File: src/rtl/voice_allocator.sv
// Polyphonic voice scheduler: maps note-on/off events onto a bank of envelope voices,
// stealing the oldest voice when none is free and retriggering voices through a one-cycle gate drop.
module voice_allocator #(
  parameter int NUM_VOICES = 4,
  parameter int NOTE_WIDTH = 7,
  parameter int AGE_WIDTH  = 8
) (
  input  logic                             clk,
  input  logic                             rst,
  input  logic                             note_valid,
  output logic                             note_ready,
  input  logic                             note_on,
  input  logic [NOTE_WIDTH-1:0]            note_num,
  input  logic [NUM_VOICES-1:0]            env_idle,
  output logic [NUM_VOICES-1:0]            voice_gate,
  output logic [NUM_VOICES*NOTE_WIDTH-1:0] voice_note,
  output logic                             steal_pulse,
  output logic [$clog2(NUM_VOICES+1)-1:0]  active_count
);

  localparam int IW = $clog2(NUM_VOICES);
  localparam int CW = $clog2(NUM_VOICES+1);
  localparam logic [AGE_WIDTH-1:0] AGE_MAX = '1;

  typedef enum logic {READY, STEAL} state_t;

  state_t                  state, state_nxt;
  logic [NUM_VOICES-1:0]   gate, gate_nxt;
  logic [NOTE_WIDTH-1:0]   note     [NUM_VOICES];
  logic [NOTE_WIDTH-1:0]   note_nxt [NUM_VOICES];
  logic [AGE_WIDTH-1:0]    age      [NUM_VOICES];
  logic [AGE_WIDTH-1:0]    age_nxt  [NUM_VOICES];
  logic [IW-1:0]           steal_idx, steal_idx_nxt;
  logic                    steal_nxt;
  logic [CW-1:0]           count_nxt;
  logic                    accept;

  logic                    has_match, has_free, has_rel, has_old, sel_free;
  logic [IW-1:0]           match_idx, free_idx, rel_idx, old_idx, sel;
  logic [AGE_WIDTH-1:0]    rel_age, old_age;

  assign accept = note_valid && note_ready;

  // Voice selection: scan ascending with strict '>' so age ties resolve to the lowest index.
  // NOTE: combinational blocks use blocking '=' and assign every output a default first,
  // so no latches are inferred; clocked blocks use non-blocking '<=' only.
  always_comb begin
    has_match = 1'b0; match_idx = '0;
    has_free  = 1'b0; free_idx  = '0;
    has_rel   = 1'b0; rel_idx   = '0; rel_age = '0;
    has_old   = 1'b0; old_idx   = '0; old_age = '0;
    for (int i = 0; i < NUM_VOICES; i++) begin
      if (gate[i]) begin
        if (!has_match && note[i] == note_num) begin
          has_match = 1'b1;
          match_idx = IW'(i);
        end
        if (!has_old || age[i] > old_age) begin
          has_old = 1'b1;
          old_idx = IW'(i);
          old_age = age[i];
        end
      end else if (env_idle[i]) begin
        if (!has_free) begin
          has_free = 1'b1;
          free_idx = IW'(i);
        end
      end else if (!has_rel || age[i] > rel_age) begin
        has_rel = 1'b1;
        rel_idx = IW'(i);
        rel_age = age[i];
      end
    end
    sel_free = 1'b0;
    if (has_match)     sel = match_idx;
    else if (has_free) begin
      sel      = free_idx;
      sel_free = 1'b1;
    end
    else if (has_rel)  sel = rel_idx;
    else               sel = old_idx;
  end

  // Datapath next state: every effect of an accepted event lands on one edge.
  always_comb begin
    gate_nxt      = gate;
    note_nxt      = note;
    age_nxt       = age;
    steal_idx_nxt = steal_idx;
    steal_nxt     = 1'b0;
    if (state == STEAL) begin
      gate_nxt[steal_idx] = 1'b1;
    end else if (accept) begin
      if (note_on) begin
        for (int i = 0; i < NUM_VOICES; i++)
          age_nxt[i] = (age[i] == AGE_MAX) ? age[i] : age[i] + AGE_WIDTH'(1);
        age_nxt[sel]  = '0;
        note_nxt[sel] = note_num;
        if (sel_free) begin
          gate_nxt[sel] = 1'b1;
        end else begin
          gate_nxt[sel] = 1'b0;
          steal_idx_nxt = sel;
          steal_nxt     = 1'b1;
        end
      end else begin
        for (int i = 0; i < NUM_VOICES; i++)
          if (gate[i] && note[i] == note_num) gate_nxt[i] = 1'b0;
      end
    end
    count_nxt = '0;
    for (int i = 0; i < NUM_VOICES; i++)
      count_nxt = count_nxt + CW'(gate_nxt[i]);
  end

  // FSM: state register
  always_ff @(posedge clk) begin
    if (rst) state <= READY;
    else     state <= state_nxt;
  end

  // FSM: next state
  always_comb begin
    state_nxt = state;
    case (state)
      READY: if (accept && note_on && !sel_free) state_nxt = STEAL;
      STEAL: state_nxt = READY;
      default: state_nxt = READY;
    endcase
  end

  // FSM: outputs
  always_comb begin
    note_ready = (state == READY);
  end

  // NOTE: the note and age arrays are reset explicitly because their values are
  // architecturally visible (voice_note) or steer stealing right after reset.
  always_ff @(posedge clk) begin
    if (rst) begin
      gate         <= '0;
      steal_idx    <= '0;
      steal_pulse  <= 1'b0;
      active_count <= '0;
      for (int i = 0; i < NUM_VOICES; i++) begin
        note[i] <= '0;
        age[i]  <= '0;
      end
    end else begin
      gate         <= gate_nxt;
      note         <= note_nxt;
      age          <= age_nxt;
      steal_idx    <= steal_idx_nxt;
      steal_pulse  <= steal_nxt;
      active_count <= count_nxt;
    end
  end

  assign voice_gate = gate;

  always_comb begin
    voice_note = '0;
    for (int i = 0; i < NUM_VOICES; i++)
      voice_note[i*NOTE_WIDTH +: NOTE_WIDTH] = note[i];
  end

endmodule

File: config.mk
export PLATFORM = sky130hd
export DESIGN_NAME = voice_allocator
export DESIGN_NICKNAME = d
export VERILOG_FILES = /design/src/rtl/voice_allocator.sv
export SDC_FILE = /design/constraint.sdc
export NUM_CORES = 1
export LEC_CHECK = 0
export BUFFER_PORTS_ARGS = -buffer_cell sky130_fd_sc_hd__buf_2
export CORE_MARGIN = 2
export CORE_UTILIZATION = 55
export DETAILED_ROUTE_END_ITERATION = 7
export PLACE_DENSITY = 0.75
export RECOVER_POWER = 50
export SLEW_MARGIN = 10
export SYNTH_ARGS = -nofsm -noshare
export SYNTH_HDL_FRONTEND = slang
export SYNTH_SLANG_ARGS = --single-unit
File: constraint.sdc
create_clock -name clk -period 9.81 [get_ports clk]
set_input_delay 0.4905 -clock clk [delete_from_list [all_inputs] [get_ports clk]]
set_output_delay 0.4905 -clock clk [all_outputs]
set_load 0.005 [all_outputs]
### Yosys cells after proc, flatten, opt, wreduce, memory -nomap -nowiden

Cells that the tools add are included.

| operators by class | value |
|---|---|
| $add $sub $neg | 7 |
| $lt $le $gt $ge | 12 |
| equality and inequality tests | 8 |
| multiplexer cells | 104 |
| bitwise logic cells | 11 |
| reduce and logical (&&, ||, !) cells | 32 |

Operator list:

| cell | number |
|---|---|
| 8-bit two-way mux | 18 |
| 1-bit two-way mux | 52 |
| 8-bit greater-than comparator | 6 |
| 2-bit two-way mux | 23 |
| 8-bit by 1-bit adder with 8-bit output (second input constant) | 4 |
| 32-bit bitwise AND | 1 |
| 8-bit == test (second input constant) | 4 |
| 32-bit NOT | 1 |
| 28-bit bitwise mux | 1 |
| 7-bit == test | 4 |
| 8-bit demux with 2-bit select | 1 |
| 4-bit two-way mux | 4 |
| 7-bit demux with 2-bit select | 1 |
| 1-bit logical AND | 13 |
| 1-bit zero test | 10 |
| 4-bit OR | 2 |
| 7-bit two-way mux | 1 |
| 1-bit logical OR | 6 |
| 2-bit by 3-bit less-than comparator with 1-bit output (second input constant) | 2 |
| 4-bit bitwise AND | 1 |
| 1-bit demux with 2-bit select | 2 |
| 2-bit by 1-bit greater-or-equal comparator with 1-bit output (second input constant) | 2 |
| 1-bit NOT | 4 |
| 4-bit NOT | 1 |
| 10 further kinds | 10 |

| word-level totals | value |
|---|---|
| flip-flop bits (word level) | 71 |
| bits of input ports | 15 |
| output and inout port bits | 37 |
| logic and storage cells | 187 |

### Depth between registers and ports, before layout

| depth | value |
|---|---|
| word-level depth | 33 |
| gate-level depth with buffers | 37 |
| gate-level depth less buffers | 33 |

### Least setup slack after synthesis

Ideal clock, no wire load.

| path | value |
|---|---|
| kind | reg2reg |
| from | reg gate[0] (netlist: voice_gate[0]) |
| to | reg active_count[1] |
| library setup time | 0.128 ns |
| data arrival time | 7.314 ns |
| required time | 9.682 ns |
| path slack | 2.368 ns |
| cell stages (with the launch flop) | 36 |
| path buffers | 4 |
| period minus slack after synthesis | 7.442 ns |
| path through | dfxtp_1 -> buf_2 -> nor2_2 -> nand2_1 -> ha_1 -> a211oi_1 -> o21ai_0 -> o211ai_1 -> a21oi_1 -> clkbuf_1 -> nor2_1 -> a21oi_1 -> ha_1 -> a21o_1 -> a221o_1 -> a21o_1 -> nand2_1 -> nand2_1 -> nand2_1 -> clkbuf_1 -> o21ai_0 -> ha_1 -> a211o_1 -> a21oi_2 -> a31oi_1 -> o41a_1 -> a311o_1 -> o311a_4 -> buf_2 -> nand3b_1 -> a31o_1 -> fa_1 -> inv_1 -> ha_1 -> ha_1 -> nor2b_1 |

| between the ends | value |
|---|---|
| cells in the longest elaborated chain, start to end | 32 |
| elaborated cells on any way between the ends | 118 |
| those cells by class | add/sub (3); order compare (8); mux (83); bitwise (4); reduce/logical (20) |

RTL lines:

| item | RTL line | source |
|---|---|---|
| start: declaration | 28 | `logic [NUM_VOICES-1:0] gate, gate_nxt;` |
| start signal: assignment | 150 | `gate <= gate_nxt;` |
| 8-bit two-way mux or 1-bit two-way mux (tied branches) | 53 | `if (gate[i]) begin` |
| 8-bit greater-than comparator or 1-bit zero test (tied branches) | 68 | `end else if (!has_rel \|\| age[i] > rel_age) begin` |
| 1-bit logical OR | 68 |  |
| 8-bit two-way mux or 1-bit two-way mux (tied branches) | 68 |  |
| 8-bit two-way mux or 1-bit two-way mux (tied branches) | 63 | `end else if (env_idle[i]) begin` |
| 8-bit two-way mux or 1-bit two-way mux (tied branches) | 53 |  |
| 8-bit greater-than comparator or 1-bit zero test (tied branches) | 68 |  |
| 1-bit logical OR | 68 |  |
| [... 17 more ...] | n/a |  |
| 4-bit two-way mux | 99 | `if (sel_free) begin` |
| 4-bit two-way mux | 94 | `if (note_on) begin` |
| 4-bit two-way mux | 93 | `end else if (accept) begin` |
| 4-bit two-way mux (*) | 91 | `if (state == STEAL) begin` |
| 1-bit by 1-bit adder with 2-bit output | 113 | `count_nxt = count_nxt + CW'(gate_nxt[i]);` |
| 2-bit by 1-bit adder with 3-bit output | 113 |  |
| 3-bit by 1-bit adder with 3-bit output (*) | 113 |  |
| named net count_nxt[1] | 35 | `logic [CW-1:0] count_nxt;` |
| end signal: assignment | 155 | `active_count <= count_nxt;` |
| end: declaration | 18 | `output logic [$clog2(NUM_VOICES+1)-1:0] active_count` |

Mark *: on every way through the listed nets, which the timed path passes. The rest lies on a longest branch.
A chain may end at the register's enable or synchronous reset.

### Worst setup path in the final report

| path | value |
|---|---|
| from | reg gate[0] (netlist: voice_gate[0]) |
| to | reg note (netlist bit voice_note[23]) |

| between the ends | value |
|---|---|
| cells in the longest elaborated chain, start to end | 25 |
| elaborated cells on any way between the ends | 105 |
| those cells by class | order compare (8); mux (77); bitwise (1); reduce/logical (19) |

RTL lines:

| item | RTL line | source |
|---|---|---|
| 8-bit two-way mux or 1-bit two-way mux (tied branches) | 53 |  |
| 8-bit greater-than comparator or 1-bit zero test (tied branches) | 68 |  |
| 1-bit logical OR | 68 |  |
| 8-bit two-way mux or 1-bit two-way mux (tied branches) | 68 |  |
| 8-bit two-way mux or 1-bit two-way mux (tied branches) | 63 |  |
| 8-bit two-way mux or 1-bit two-way mux (tied branches) | 53 |  |
| 8-bit greater-than comparator or 1-bit zero test (tied branches) | 68 |  |
| 1-bit logical OR | 68 |  |
| [... 9 more ...] | n/a |  |
| 2-bit two-way mux | 76 | `else if (has_free) begin` |
| 2-bit two-way mux (*) | 75 | `if (has_match) sel = match_idx;` |
| 2-bit NOT with 3-bit output (implied by the code) (*) | 98 | `note_nxt[sel] = note_num;` |
| 3-bit greater-or-equal comparator (implied by the code) or 3-bit by 1-bit less-than comparator with 1-bit output (tied branches) | 98 |  |
| 1-bit logical AND (implied by the code) | 98 |  |
| 7-bit two-way mux (implied by the code) | 98 |  |
| 7-bit demux with 2-bit select (*) | 98 |  |
| 28-bit bitwise mux (*) | 98 |  |
| end signal: assignment | 151 | `note <= note_nxt;` |
| end: declaration | 29 | `logic [NOTE_WIDTH-1:0] note [NUM_VOICES];` |

Every way passes the cells marked *; elsewhere a longest branch is shown, timed or not.

==> flow_summary.rst <==
.. list-table::
   :header-rows: 1

   * - Metric
     - Value
   * - Io pins
     - 52
   * - Nets
     - 748
   * - Post-route core utilization
     - 61.61%
   * - Antenna-violating nets left
     - 0
   * - Share of async-settable or async-resettable flops after synthesis
     - 0%
   * - Kind of path behind the tightest hold check
     - primary input to flip-flop
   * - Clk sink count
     - 71
   * - Antenna cells
     - 0
   * - Total of buffers placed on input and output ports
     - 51
   * - Combined area of all synthesized cells
     - 0.005345 sq mm
   * - Pin count of the biggest net entering global routing
     - 54
   * - Vias in the first global route
     - 4,744
   * - Max Fanout on Critical Path
     - 23
   * - Die Span X
     - 102.6 microns
   * - Portion of synthesized cell area occupied by the leading cell type
     - 26.59%
   * - Initial cell density of the core
     - 57.30%
   * - Type of destination of the critical path
     - flip-flop
   * - TritonCTS clock tree
     - yes
   * - Final-report max-slew violation count
     - 15
   * - Area growth, synth to finish
     - 7.514%
   * - Placed Area
     - 0.005597 sq mm
   * - Global router's overall resource usage
     - 27.18%
   * - Data arrival time at the worst-slack endpoint
     - 8.74 ns
   * - Destination of the worst hold path
     - voice_note[6]
   * - Launch instance of the worst min-delay path
     - note_num[6]
   * - Detailed-route wire length per cell
     - 16.42 microns
   * - Flops & latches, synth
     - 71
   * - Number of unique standard cell types used by synthesis
     - 71
   * - Leak pwr
     - 2.353 nW
   * - Initial antenna violation count
     - 0
   * - Cell taking the most area after synthesis
     - sky130_fd_sc_hd__dfxtp_1
   * - Synth top area cells
     - sky130_fd_sc_hd__dfxtp_1 (27%), sky130_fd_sc_hd__ha_1 (13%), sky130_fd_sc_hd__mux2i_1 (6.0%), sky130_fd_sc_hd__nor2_1 (5.3%), sky130_fd_sc_hd__xnor2_1 (4.8%)
   * - Minimum clock period after layout
     - 8.522 ns
   * - Synthesized-area fraction occupied by and/or/nand/nor cells
     - 23.90%
   * - Inserted Clock Buffers
     - 9
   * - Resize count post-CTS
     - 0
   * - Clk slew on worst S/H paths
     - 0.08 ns
   * - Setup slack of the most critical reg-to-reg path
     - 1.29 ns
   * - Die area
     - 0.01052 sq mm
   * - Max Buffers Root-to-Sink
     - 2
   * - Fraction of synthesized cell area in xor and xnor cells
     - 7.537%
   * - DRC violation count after routing
     - 0
   * - Dominant cell by count in the synthesized netlist
     - sky130_fd_sc_hd__nor2_1
   * - Vertical die dimension
     - 102.6 microns
   * - Slew @ Worst Pin
     - 2.080 ns
   * - Sequential standard cell area
     - 0.001421 sq mm
   * - Kind of start point of the critical path
     - flip-flop
   * - Final setup violation count
     - 0
   * - Proportion of synthesized chip area in sequential cells
     - 26.59%
   * - Maximum capacitance violations
     - 1
   * - Total via count after detailed routing
     - 4,833
   * - Cell at the root of the clock tree
     - sky130_fd_sc_hd__clkbuf_8
   * - Fraction of final layout cells with drive strength greater than 1
     - 11.42%
   * - Number of instances in the synthesized netlist
     - 648
   * - Setup repair after global routing missed its margin
     - no
   * - Critical setup path kind
     - flip-flop to flip-flop
   * - Via density per instance
     - 5.952
   * - Total detailed-routing wirelength
     - 13,330 microns
   * - Violations in the final reports
     - max-capacitance violations, max-slew violations
   * - Post-route setup TNS
     - 0 ns
   * - Multiplexer fraction of the synthesized cell area
     - 6.625%
   * - Post-synthesis share of cell area spent on full adders, half adders and majority gates
     - 13.01%
   * - Cell area after layout
     - 0.005747 sq mm
   * - Max VDD drop
     - 0.1170 mV
   * - Synth warn
     - 0
   * - Detailed placer's ending HPWL
     - 10,150 microns
   * - Worst setup skew after layout
     - 0.01279 ns
   * - Result of the run
     - finished, violations left
   * - Area taken by multi-input logic gates
     - 0.003632 sq mm
   * - Maximum clock rate
     - 117.3 MHz
   * - Fill cells
     - 848
   * - Starting DRC count in detailed routing
     - 200
   * - Endpoint required time on the critical path
     - 10.03 ns
   * - Hold violation count in the final report
     - 0
   * - Worst slew margin relative to its limit
     - -38.97%
   * - Reg-to-reg endpoint
     - voice_note[23]
   * - Post-synthesis compound-gate area fraction
     - 17.42%
   * - Share of the clock period used by the worst path after layout
     - 86.87%
   * - First-pass GRT wire length
     - 22,380 microns
   * - Post-Syn Area per Cell
     - 8.249 sq um
   * - Clock insertion delay at the later pin of the skew report
     - 0.37 ns
   * - Leading cell types by count after synthesis
     - sky130_fd_sc_hd__nor2_1 (75), sky130_fd_sc_hd__dfxtp_1 (71), sky130_fd_sc_hd__ha_1 (54), sky130_fd_sc_hd__nand2_1 (54), sky130_fd_sc_hd__o21ai_0 (35)
   * - Post-synthesis net count
     - 718
   * - Remaining global-route overflow
     - 0
   * - DR pass1 iterations
     - 5
   * - Post-CTS Setup Inserts
     - 0
   * - Routability Congestion
     - 0.9250
   * - Core area
     - 0.009328 sq mm
   * - Combinational family with the most area after synthesis
     - simple AND/OR/NAND/NOR gates
   * - Number of enable-type register cells in the synthesized netlist
     - 0
   * - Depth of the worst hold-timing path
     - 3
   * - Startpoint of the lowest-slack register-to-register path
     - voice_gate[0]
   * - Total power per unit cell area
     - 120.7 mW/mm^2
   * - Primary FF master, synth
     - sky130_fd_sc_hd__dfxtp_1
   * - Hold buffers post-CTS
     - 0
   * - Num rows
     - 35
   * - Number of H-tree branching levels
     - 3
   * - Worst reg-to-reg path cell count
     - 27
-- stage by stage --
step	hold WS, ns	cells	setup WS [ns]	total power, mW
after floorplan	0.4933	648	2.368	0.4286
after global routing	0.5114	812	0.4681	0.7282
after global placement	0.5158	796	1.927	0.4564
after CTS	0.5142	812	1.667	0.7001
final	0.5271	812	1.288	0.6934
after detailed placement	0.5325	796	1.679	0.4610
-- worst max path at each step --
stage | start | to | slack, ns | cells past startpoint
finish | voice_gate[0] | voice_note[23] | 1.29 | 27
global route | voice_gate[0] | voice_note[22] | 0.47 | 27
CTS | voice_gate[0] | active_count[1] | 1.67 | 32
detailed placement | voice_gate[0] | active_count[1] | 1.68 | 31
global placement | voice_gate[0] | active_count[1] | 1.93 | 31
floorplan | voice_gate[0] | active_count[1] | 2.37 | 35
-- final cells by class --
cell class | instances | area share [%]
Clock buffer | 10 | 2.221
Clock inverter | 6 | 1.197
Inverter | 20 | 1.306
Multi-Input combinational cell | 522 | 63.20
Sequential cell | 71 | 24.73
Tap cell | 129 | 2.809
Timing Repair Buffer | 54 | 4.529
-- critical path, stage by stage (launching register included) --
cell and delay (ns):
sky130_fd_sc_hd__dfxtp_1 0.54, sky130_fd_sc_hd__nor2_1 0.50, sky130_fd_sc_hd__nand2_1 0.15, sky130_fd_sc_hd__ha_1 0.32
sky130_fd_sc_hd__a211oi_1 0.07, sky130_fd_sc_hd__o21ai_0 0.27, sky130_fd_sc_hd__o211ai_1 0.12, sky130_fd_sc_hd__a21oi_1 0.79
sky130_fd_sc_hd__nor2_1 0.11, sky130_fd_sc_hd__a21oi_1 0.22, sky130_fd_sc_hd__ha_1 0.28, sky130_fd_sc_hd__and3_1 0.20
sky130_fd_sc_hd__a221o_1 0.30, sky130_fd_sc_hd__a21o_1 0.19, sky130_fd_sc_hd__nand2_1 0.08, sky130_fd_sc_hd__nand2_1 0.06
sky130_fd_sc_hd__nand2_1 0.32, sky130_fd_sc_hd__o21ai_0 0.21, sky130_fd_sc_hd__ha_1 0.34, sky130_fd_sc_hd__nand4_1 0.12
sky130_fd_sc_hd__o21bai_1 0.18, sky130_fd_sc_hd__a31oi_1 0.21, sky130_fd_sc_hd__o21ai_0 0.18, sky130_fd_sc_hd__a2111oi_4 0.44
sky130_fd_sc_hd__a211oi_4 0.16, sky130_fd_sc_hd__nor3b_1 1.64, sky130_fd_sc_hd__mux2i_1 0.31, sky130_fd_sc_hd__nor2_1 0.06
-- logic make-up after synthesis --
kind of cell / Yosys count
buffers and inverters: 55
multiplexers: 35
flip-flops: 71
AO/OA/AOI/OAI: 133
AND/OR/NAND/NOR: 253
adder cells (fa/ha/maj): 55
XOR/XNOR: 46
-- power by group --
group / switching, mW / total (mW) / leakage [nW] / internal, mW
Clock: 0.121 / 0.239 / 0.0968 / 0.119
Combinational: 0.0849 / 0.144 / 1.68 / 0.0590
Sequential: 0.0132 / 0.310 / 0.575 / 0.297
Total: 0.219 / 0.693 / 2.35 / 0.475
-- flip-flops by register name, indices dropped and copies added (netlist names) --
| name | cells |
|---|---|
| active_count | 3 |
| age | 32 |
| state | 1 |
| steal_idx | 2 |
| steal_pulse | 1 |
| voice_gate | 4 |
| voice_note | 28 |
-- cell usage in the layout (no fill, tap or decap), drive strengths merged, types with 6 or more instances in the layout --
master,instances
nor2b,15
clkbuf,24
dfxtp,71
inv,21
o21ai,35
nor3,20
nand4,24
mux2i,32
buf,40
a21oi,35
o211ai,6
ha,54
nor2,80
xor2,17
a31oi,6
a211oi,6
nand2,54
xnor2,29
nand3,21
a22oi,7
and2,10
-- per-layer routing --
layer	up-vias	routed length [microns]	GRT usage, %
met5	-	0	0
met2	172	6383	44.70
met3	36	845	5.831
li1	2376	-	-
met4	0	397	11.49
met1	2249	5707	34.54
(Power assumes the default switching activity.)
